### config.mk
export PLATFORM = sky130hd
export DESIGN_NAME = csa_accum
export DESIGN_NICKNAME = d
export VERILOG_FILES = /design/src/rtl/csa_accum.sv
export SDC_FILE = /design/constraint.sdc
export NUM_CORES = 1
export LEC_CHECK = 0
export BUFFER_PORTS_ARGS = -buffer_cell sky130_fd_sc_hd__buf_2
export CAP_MARGIN = 20
export CORE_ASPECT_RATIO = 0.5
export CORE_UTILIZATION = 35
export CTS_CLUSTER_DIAMETER = 100
export CTS_CLUSTER_SIZE = 14
export DETAILED_ROUTE_END_ITERATION = 10
export PLACE_DENSITY_LB_ADDON = 0.2
export RECOVER_POWER = 100
export SYNTH_ARGS = -nofsm -noshare
export SYNTH_HDL_FRONTEND = slang
export SYNTH_SLANG_ARGS = --single-unit
### constraint.sdc
create_clock -name clk -period 3.05 [get_ports clk]
set_input_delay 0.305 -clock clk [delete_from_list [all_inputs] [get_ports clk]]
set_output_delay 0.305 -clock clk [all_outputs]
set_load 0.05 [all_outputs]
### src/rtl/csa_accum.sv
// Streaming 4-operand accumulator: two 4:2 carry-save levels per beat, one carry-propagate add per frame.
// Optional macro CSA_ACCUM_PIPE_EN registers stage A before stage B (adds a DRAIN cycle per frame).
module csa_accum #(
    parameter int unsigned DW = 32,
    parameter int unsigned AW = 40,
    parameter int unsigned CW = 16
) (
    input  logic          clk,
    input  logic          nreset,
    input  logic          in_valid,
    output logic          in_ready,
    input  logic [DW-1:0] in0,
    input  logic [DW-1:0] in1,
    input  logic [DW-1:0] in2,
    input  logic [DW-1:0] in3,
    input  logic          in_last,
    output logic          out_valid,
    input  logic          out_ready,
    output logic [AW-1:0] out_data,
    output logic [CW-1:0] out_count
);

    typedef enum logic [1:0] {ST_ACC, ST_DRAIN, ST_SUM, ST_OUT} state_e;

    // Bitwise 4:2 compressor; returns {carry already shifted to weight 1, sum}.
    function automatic logic [2*AW-1:0] csa42(input logic [AW-1:0] a, input logic [AW-1:0] b,
                                              input logic [AW-1:0] c, input logic [AW-1:0] d);
        logic [AW-1:0] s;
        logic [AW-1:0] cy;
        logic          ci;
        logic          co;
        logic          t;
        ci = 1'b0;
        for (int i = 0; i < int'(AW); i++) begin
            t     = a[i] ^ b[i] ^ c[i];
            co    = (a[i] & b[i]) | (a[i] & c[i]) | (b[i] & c[i]);
            s[i]  = t ^ d[i] ^ ci;
            cy[i] = (t & d[i]) | (t & ci) | (d[i] & ci);
            ci    = co;
        end
        return {AW'(cy << 1), s};
    endfunction

    state_e        state_q;
    logic [AW-1:0] acc_s_q, acc_c_q, acc_s_d, acc_c_d;
    logic [CW-1:0] cnt_q, cnt_d;
    logic [AW-1:0] out_data_q;
    logic [CW-1:0] out_count_q;
    logic          out_valid_q;

    logic          accept;
    logic          out_hs;
    logic [AW-1:0] sa, ca, sb, cb;
    logic [AW-1:0] b_s, b_c;
    logic          b_en;

    assign in_ready  = (state_q == ST_ACC);
    assign accept    = in_valid & in_ready;
    assign out_hs    = (state_q == ST_OUT) & out_ready;
    assign out_valid = out_valid_q;
    assign out_data  = out_data_q;
    assign out_count = out_count_q;

    assign {ca, sa} = csa42(AW'(in0), AW'(in1), AW'(in2), AW'(in3));
    assign {cb, sb} = csa42(b_s, b_c, acc_s_q, acc_c_q);

`ifdef CSA_ACCUM_PIPE_EN
    logic [AW-1:0] pipe_s_q, pipe_c_q;
    logic          pipe_v_q;
    localparam state_e LAST_NEXT = ST_DRAIN;

    // Stage A result held one cycle; stage B absorbs it while the next beat is compressed.
    always_ff @(posedge clk or negedge nreset) begin
        if (!nreset) begin
            pipe_s_q <= '0;
            pipe_c_q <= '0;
            pipe_v_q <= 1'b0;
        end else if (out_hs) begin
            pipe_s_q <= '0;
            pipe_c_q <= '0;
            pipe_v_q <= 1'b0;
        end else begin
            pipe_v_q <= accept;
            if (accept) begin
                pipe_s_q <= sa;
                pipe_c_q <= ca;
            end
        end
    end

    assign b_s  = pipe_s_q;
    assign b_c  = pipe_c_q;
    assign b_en = pipe_v_q;
`else
    localparam state_e LAST_NEXT = ST_SUM;

    assign b_s  = sa;
    assign b_c  = ca;
    assign b_en = accept;
`endif

    always_comb begin
        acc_s_d = acc_s_q;
        acc_c_d = acc_c_q;
        cnt_d   = cnt_q;
        if (b_en) begin
            acc_s_d = sb;
            acc_c_d = cb;
        end
        if (accept && (cnt_q != {CW{1'b1}})) begin
            cnt_d = cnt_q + CW'(1);
        end
        if (out_hs) begin
            acc_s_d = '0;
            acc_c_d = '0;
            cnt_d   = '0;
        end
    end

    always_ff @(posedge clk or negedge nreset) begin
        if (!nreset) begin
            state_q     <= ST_ACC;
            acc_s_q     <= '0;
            acc_c_q     <= '0;
            cnt_q       <= '0;
            out_data_q  <= '0;
            out_count_q <= '0;
            out_valid_q <= 1'b0;
        end else begin
            acc_s_q <= acc_s_d;
            acc_c_q <= acc_c_d;
            cnt_q   <= cnt_d;
            case (state_q)
                ST_ACC: begin
                    if (accept && in_last) state_q <= LAST_NEXT;
                end
                ST_DRAIN: state_q <= ST_SUM;
                ST_SUM: begin
                    out_data_q  <= acc_s_q + acc_c_q;
                    out_count_q <= cnt_q;
                    out_valid_q <= 1'b1;
                    state_q     <= ST_OUT;
                end
                ST_OUT: begin
                    if (out_ready) begin
                        out_valid_q <= 1'b0;
                        state_q     <= ST_ACC;
                    end
                end
                default: state_q <= ST_ACC;
            endcase
        end
    end

endmodule

# Yosys cells after proc, flatten, opt, wreduce, memory -nomap -nowiden
# Cells that the tools add are included.
dict set report totals {
  regBits 155
  out_inout_bits 58
  word_cells 949
}
dict set report classes {
  add_sub_neg 2
  n_eq_ne 6
  mux 11
  bitwise 915
  reduce_logical 8
}
# operator n
set ops {}
lappend ops {{1-bit AND} 394}
lappend ops {{1-bit XOR} 265}
lappend ops {{1-bit OR} 256}
lappend ops {{40-bit two-way mux} 4}
lappend ops {{40-bit adder} 1}
lappend ops {{16-bit two-way mux} 2}
lappend ops {{16-bit by 1-bit adder with 16-bit output (second input constant)} 1}
lappend ops {{16-bit inequality test (second input constant)} 1}
lappend ops {{2-bit case mux with 4 select lines} 1}
lappend ops {{2-bit nonzero test} 3}
lappend ops {{2-bit equality test (second input constant)} 2}
lappend ops {{2-bit two-way mux} 2}
lappend ops {{2-bit AND reduction} 2}
lappend ops {{2-bit by 1-bit equality test with 1-bit output (second input constant)} 1}
lappend ops {{1-bit logical AND} 2}
lappend ops {{2-bit zero test} 1}
lappend ops {{2-bit by 1-bit inequality test with 1-bit output (second input constant)} 1}
lappend ops {{2-bit inequality test (second input constant)} 1}
lappend ops {{1-bit case mux with 2 select lines} 1}
lappend ops {{1-bit two-way mux} 1}

# Logic depth before layout (Yosys ltp)
dict set report logic_depth {
  word_depth 14
  mapped_depth 11
}

# Least setup slack after synthesis
# No wires, ideal clock.
dict set report synth_timing {
  kind {in2reg}
  from {in in0[2]}
  to {reg acc_s_q[2]}
  arrival_ps 2439
  required_ps 2929
  setup_slack_ps 490
  stages 5
  path_buffers 0
  path_cell_list {fa_1 -> fa_1 -> fa_1 -> fa_1 -> a22o_1}
}
dict set report synth_between {
  elab_chain_cells 10
}
# element line
set synth_lines {}
lappend synth_lines {{from (decl)} 12} ;# input logic [DW-1:0] in0,
lappend synth_lines {{1-bit XOR (2 in a row)} 35} ;# t = a[i] ^ b[i] ^ c[i];
lappend synth_lines {{1-bit XOR (2 in a row)} 37} ;# s[i] = t ^ d[i] ^ ci;
lappend synth_lines {{1-bit XOR (2 in a row)} 35}
lappend synth_lines {{1-bit XOR (2 in a row)} 37}
lappend synth_lines {{40-bit two-way mux} 106} ;# if (b_en) begin
lappend synth_lines {{40-bit two-way mux} 113} ;# if (out_hs) begin
lappend synth_lines {{to (signal assigned)} 130} ;# acc_s_q <= acc_s_d;
lappend synth_lines {{to (decl)} 45} ;# logic [AW-1:0] acc_s_q, acc_c_q, acc_s_d, acc_c_d;
# Every way passes these cells. The select of a mux whose other input is x is not followed.
# A chain may end at the register's enable or synchronous reset.

# Worst setup path after layout
dict set report layout_timing {
  from {reg acc_s_q[5]}
  to {reg out_data_q[39] (netlist: out_data[39])}
}
dict set report layout_between {
  elab_chain_cells 1
}
# element line
set layout_lines {}
lappend layout_lines {{40-bit adder} 139} ;# out_data_q <= acc_s_q + acc_c_q;
lappend layout_lines {{to (signal assigned)} 139}
lappend layout_lines {{to (decl)} 47} ;# logic [AW-1:0] out_data_q;
# Every way passes these cells.

==> results.md <==
- Crit-path max FO: 5
- Ys async rst share: 1.00
- WHS: 0.0655 ns
- DR vias/cell: 5.07
- Starting density of the core: 0.360
- Vias: 7,676
- Yosys warning count: 0
- Num ports: 191
- Compound-Gate Fraction of Synth Area: 0.175
- Die area: 30,800 um2
- Internal power: 5800 uW
- Fin crit period: 2.92 ns
- Data required, critical path: 3.41 ns
- FILL cells: between 2,000 and 3,000
- GP Congestion: approximately 0.83
- Top post-synthesis cells by area: dfrtp_1 36%, fa_1 24%, a22o_1 6.2%, ha_1 4.9%, nand2_1 4.6%
- Die W: 247 um
- Total congestion overflow: 0
- CTS tree: yes
- Setup_tns: 0 ns
- Max-slew violation count: 107
- Synthesized net count: ~1,200
- Pleak: 0.00582 uW
- Post-Synth Adder-Cell Area: 0.293
- M3 GR Usage: 0.0336
- FF-to-FF End: out_data[39]
- Number of antenna violations at the first check in global routing: 0
- Outcome: complete, but fails checks
- EDFF count, synth: 0
- Layout cells sized above 1: 0.166
- PD cells: between 800 and 900 nW/um2
- WHS Endpoint: state_q[0]
- Post-route ant nets: 0
- Critical path cell sequence: ha_1, and3_4, a2111oi_2, o31a_4, o41ai_4, a31oi_4, a21oi_2, or3_1, a31oi_1
- Syn-to-layout area delta: 17.7%
- Reg-to-reg slack, setup: 0.13 ns
- Crit path from: acc_s_q[5]
- Setup CP Type: reg -> reg
- Met2 Use GR: 0.261
- Synth Register Bits: 153
- MaxCap Viol Count: 2
- Global-route wire length before repair: 41,200 um
- IO buf count: 190
- Synthesized cell area: 10,500 um2
- DP HPWL: 19,300 um
- CTS buffer count: 17
- Critical R2R Launch: acc_s_q[5]
- Clk pwr share: 0.204
- Post-Layout Inst Area: 12,400 um2
- Grt peak-use layer: met2
- Post-synthesis mux area share: 0.00214
- Max IR drop VDD: 0.381 mV
- Setup violators final: 0
- Tot GR Track Use: 0.172
- Antenna Cells: 0
- Combinational power share: 0.496
- Multi-input logic area: 6410 um2
- Least-Margin Pin Slew: between 1.5 and 2 ns
- Row count: between 40 and 50
- Area fraction of the dominant cell type after synthesis: 0.364
- CTS H-tree lvls: 4
- Failing checks: DRC, capacitance limit, slew limit
- Layout Nets: roughly 1,400
- Crit end category: flop
- Switch share: 0.458
- Synth unique cells: 60
- Worst clock skew: around 0.011 ns
- WL/cell: 16.4 um
- Clock Tree Buf Depth: 2
- Synth area leader: dfrtp_1
- Placed instance area: 11,900 um2
- Final worst-path cycle share: 0.957
- RSZ-0062 raised after global routing: true
- Synth Area in Simple Gates: 0.106
- Crit-path max cell delay: 0.56 ns
- Area of the core: 29,200 um2
- Final hold viol count: 0
- Slew HR: -0.147
- FMAX: about 340 MHz
- CTS root buffer: clkbuf_16
- Syn Area/Cell: 11.3 um2
- Largest net degree at the start of global routing: 67
- Post-CTS Setup Bufs: 0
- Worst-path clk slew: 0.07 ns
- Worst hold stages: 2
- Vias in the first global route: just under 8,000
- FF-to-FF path depth: 9
- P_sw: 4910 uW
- Critical Path Source Type: flop
- Sequential area share after synthesis: 0.364
- Predominant post-synthesis flop cell: dfrtp_1
- Slowest stage cell, crit path: a2111oi_2
- Hold Startpoint: out_ready
- Die H: 125 um
- Overall routed net length: 24,800 um
- Synthesized instance count: 932
- Hold/Removal Path Class: in -> reg
- Initial drt markers: approximately 400
- FF/Latch Area: 3830 um2
- Clock sinks: 153
- XOR/XNOR share of the synthesized area: 0.0333
- Critical Path AT: 3.28 ns
- Part of the power in registers: 0.299
- DRC viols: 8
- Main combinational cell family by area after synthesis: adder cells
- Routing usage on met1: 0.248
- Clock Latency Late Sink: 0.44 ns
- First-pass DRT Iterations: 8
Yosys cell counts, drive strengths merged, types with 2 or more instances:
library cell  number
and3               9
nor3               9
o21bai             6
a2111oi            2
nand4             13
and4               4
clkbuf            37
or3                4
o21a               7
nand2            128
xnor2             22
inv               16
fa               128
o31ai             10
a31oi              9
ha                41
dfrtp            153
nor2              51
and2               5
nor2b              3
mux2               2
a211oi             5
xor2              18
nand2b             3
buf               13
nand3             19
o31a               3
o211ai             7
a21o              23
a22o              75
o21ai             57
a21oi             35
what timing repair did:
| action | 4_1_cts | 5_1_grt |
|---|---|---|
| resized for setup | 0 | 3 |
| endpoints found under the hold margin | 63 | 0 |
| endpoints found under the setup margin | 0 | 3 |
| hold buffers | 1 | 0 |
power by group through the flow:
| stage | Sequential, uW | Combinational [uW] | Clock (uW) |
|---|---|---|---|
| finish | 3200 | 5310 | 2190 |
| global route | 3320 | 5980 | 2350 |
| CTS | 3210 | 5500 | 2250 |
| detailed placement | 3240 | 5470 | 0 |
| global placement | 3220 | 5370 | 0 |
| floorplan | 3980 | 3180 | 0 |
how the worst max path moves through the flow:
stage	endpoint	slack, ns	cells past startpoint
4_1_cts	out_data[34]	0.12	9
5_1_grt	out_data[36]	-0.06	11
3_3_place_gp	out_data[34]	0.18	9
6_report	out_data[39]	0.13	9
2_1_floorplan	acc_s_q[2]	0.49	5
3_5_place_dp	out_data[34]	0.16	9
logic make-up (layout without fill, tap and decap cells):
logic type | count (synthesis) | count (layout)
DFF | 153 | 153
adders and majority gates | 169 | 169
buffers and inverters | 66 | 256
muxes | 2 | 2
and+or+nand+nor | 252 | 252
AOI/OAI and AO/OA | 250 | 250
xor gates and xnor gates | 40 | 40
placed cells by master (no fill, tap or decap), types with 5 or more instances in the layout:
cell type / count
buf_4: 7
o21a_1: 7
fa_1: 128
a21o_1: 22
o21ai_1: 5
xor2_1: 18
and3_1: 7
buf_2: 123
o31ai_1: 9
clkbuf_16: 17
clkbuf_2: 9
nand4_1: 13
inv_1: 16
nor3_1: 9
a31oi_1: 8
xnor2_1: 22
a211oi_1: 5
nor2_1: 50
clkbuf_1: 72
dfrtp_1: 153
a22o_1: 75
o211ai_1: 7
o21bai_1: 6
ha_1: 40
nand2_1: 128
o21ai_0: 51
a21oi_1: 34
nand3_1: 19
critical path, delay by kind of cell, from the launching register on:
family,cells,cell delay [ns]
DFF,1,0.43
and+or+nand+nor,2,0.56
adders and majority gates,1,0.38
AOI/OAI and AO/OA,6,1.45
stage by stage:
stage	std cells	total power, uW	setup WS (ns)	utilization
finish	1513	10700	0.130	0.423
CTS	1513	11000	0.122	0.427
detailed placement	1480	8710	0.155	0.407
global route	1513	11700	-0.0556	0.423
floorplan	932	7160	0.490	-
global placement	1480	8600	0.177	0.407
area by class of cell:
type | instances | area share
Clock buffer | 22 | 0.0367
Clock inverter | 10 | 0.0117
Inverter | 16 | 0.00486
Multi-Input combinational cell | 713 | 0.518
Sequential cell | 153 | 0.310
Tap cell | 391 | 0.0396
Timing Repair Buffer | 208 | 0.0791
routing by layer:
metal	wire, um	vias to the layer above
li1	-	3638
met1	12100	3882
met2	11400	128
met3	877	28
met4	427	0
met5	0	-
flip-flops by register name (all words and copies together) (netlist names):
register   count
cnt_q         16
acc_s_q       40
state_q        2
acc_c_q       38
out_valid      1
out_count     16
out_data      40
Note: power is estimated with default switching activity, not from simulation.
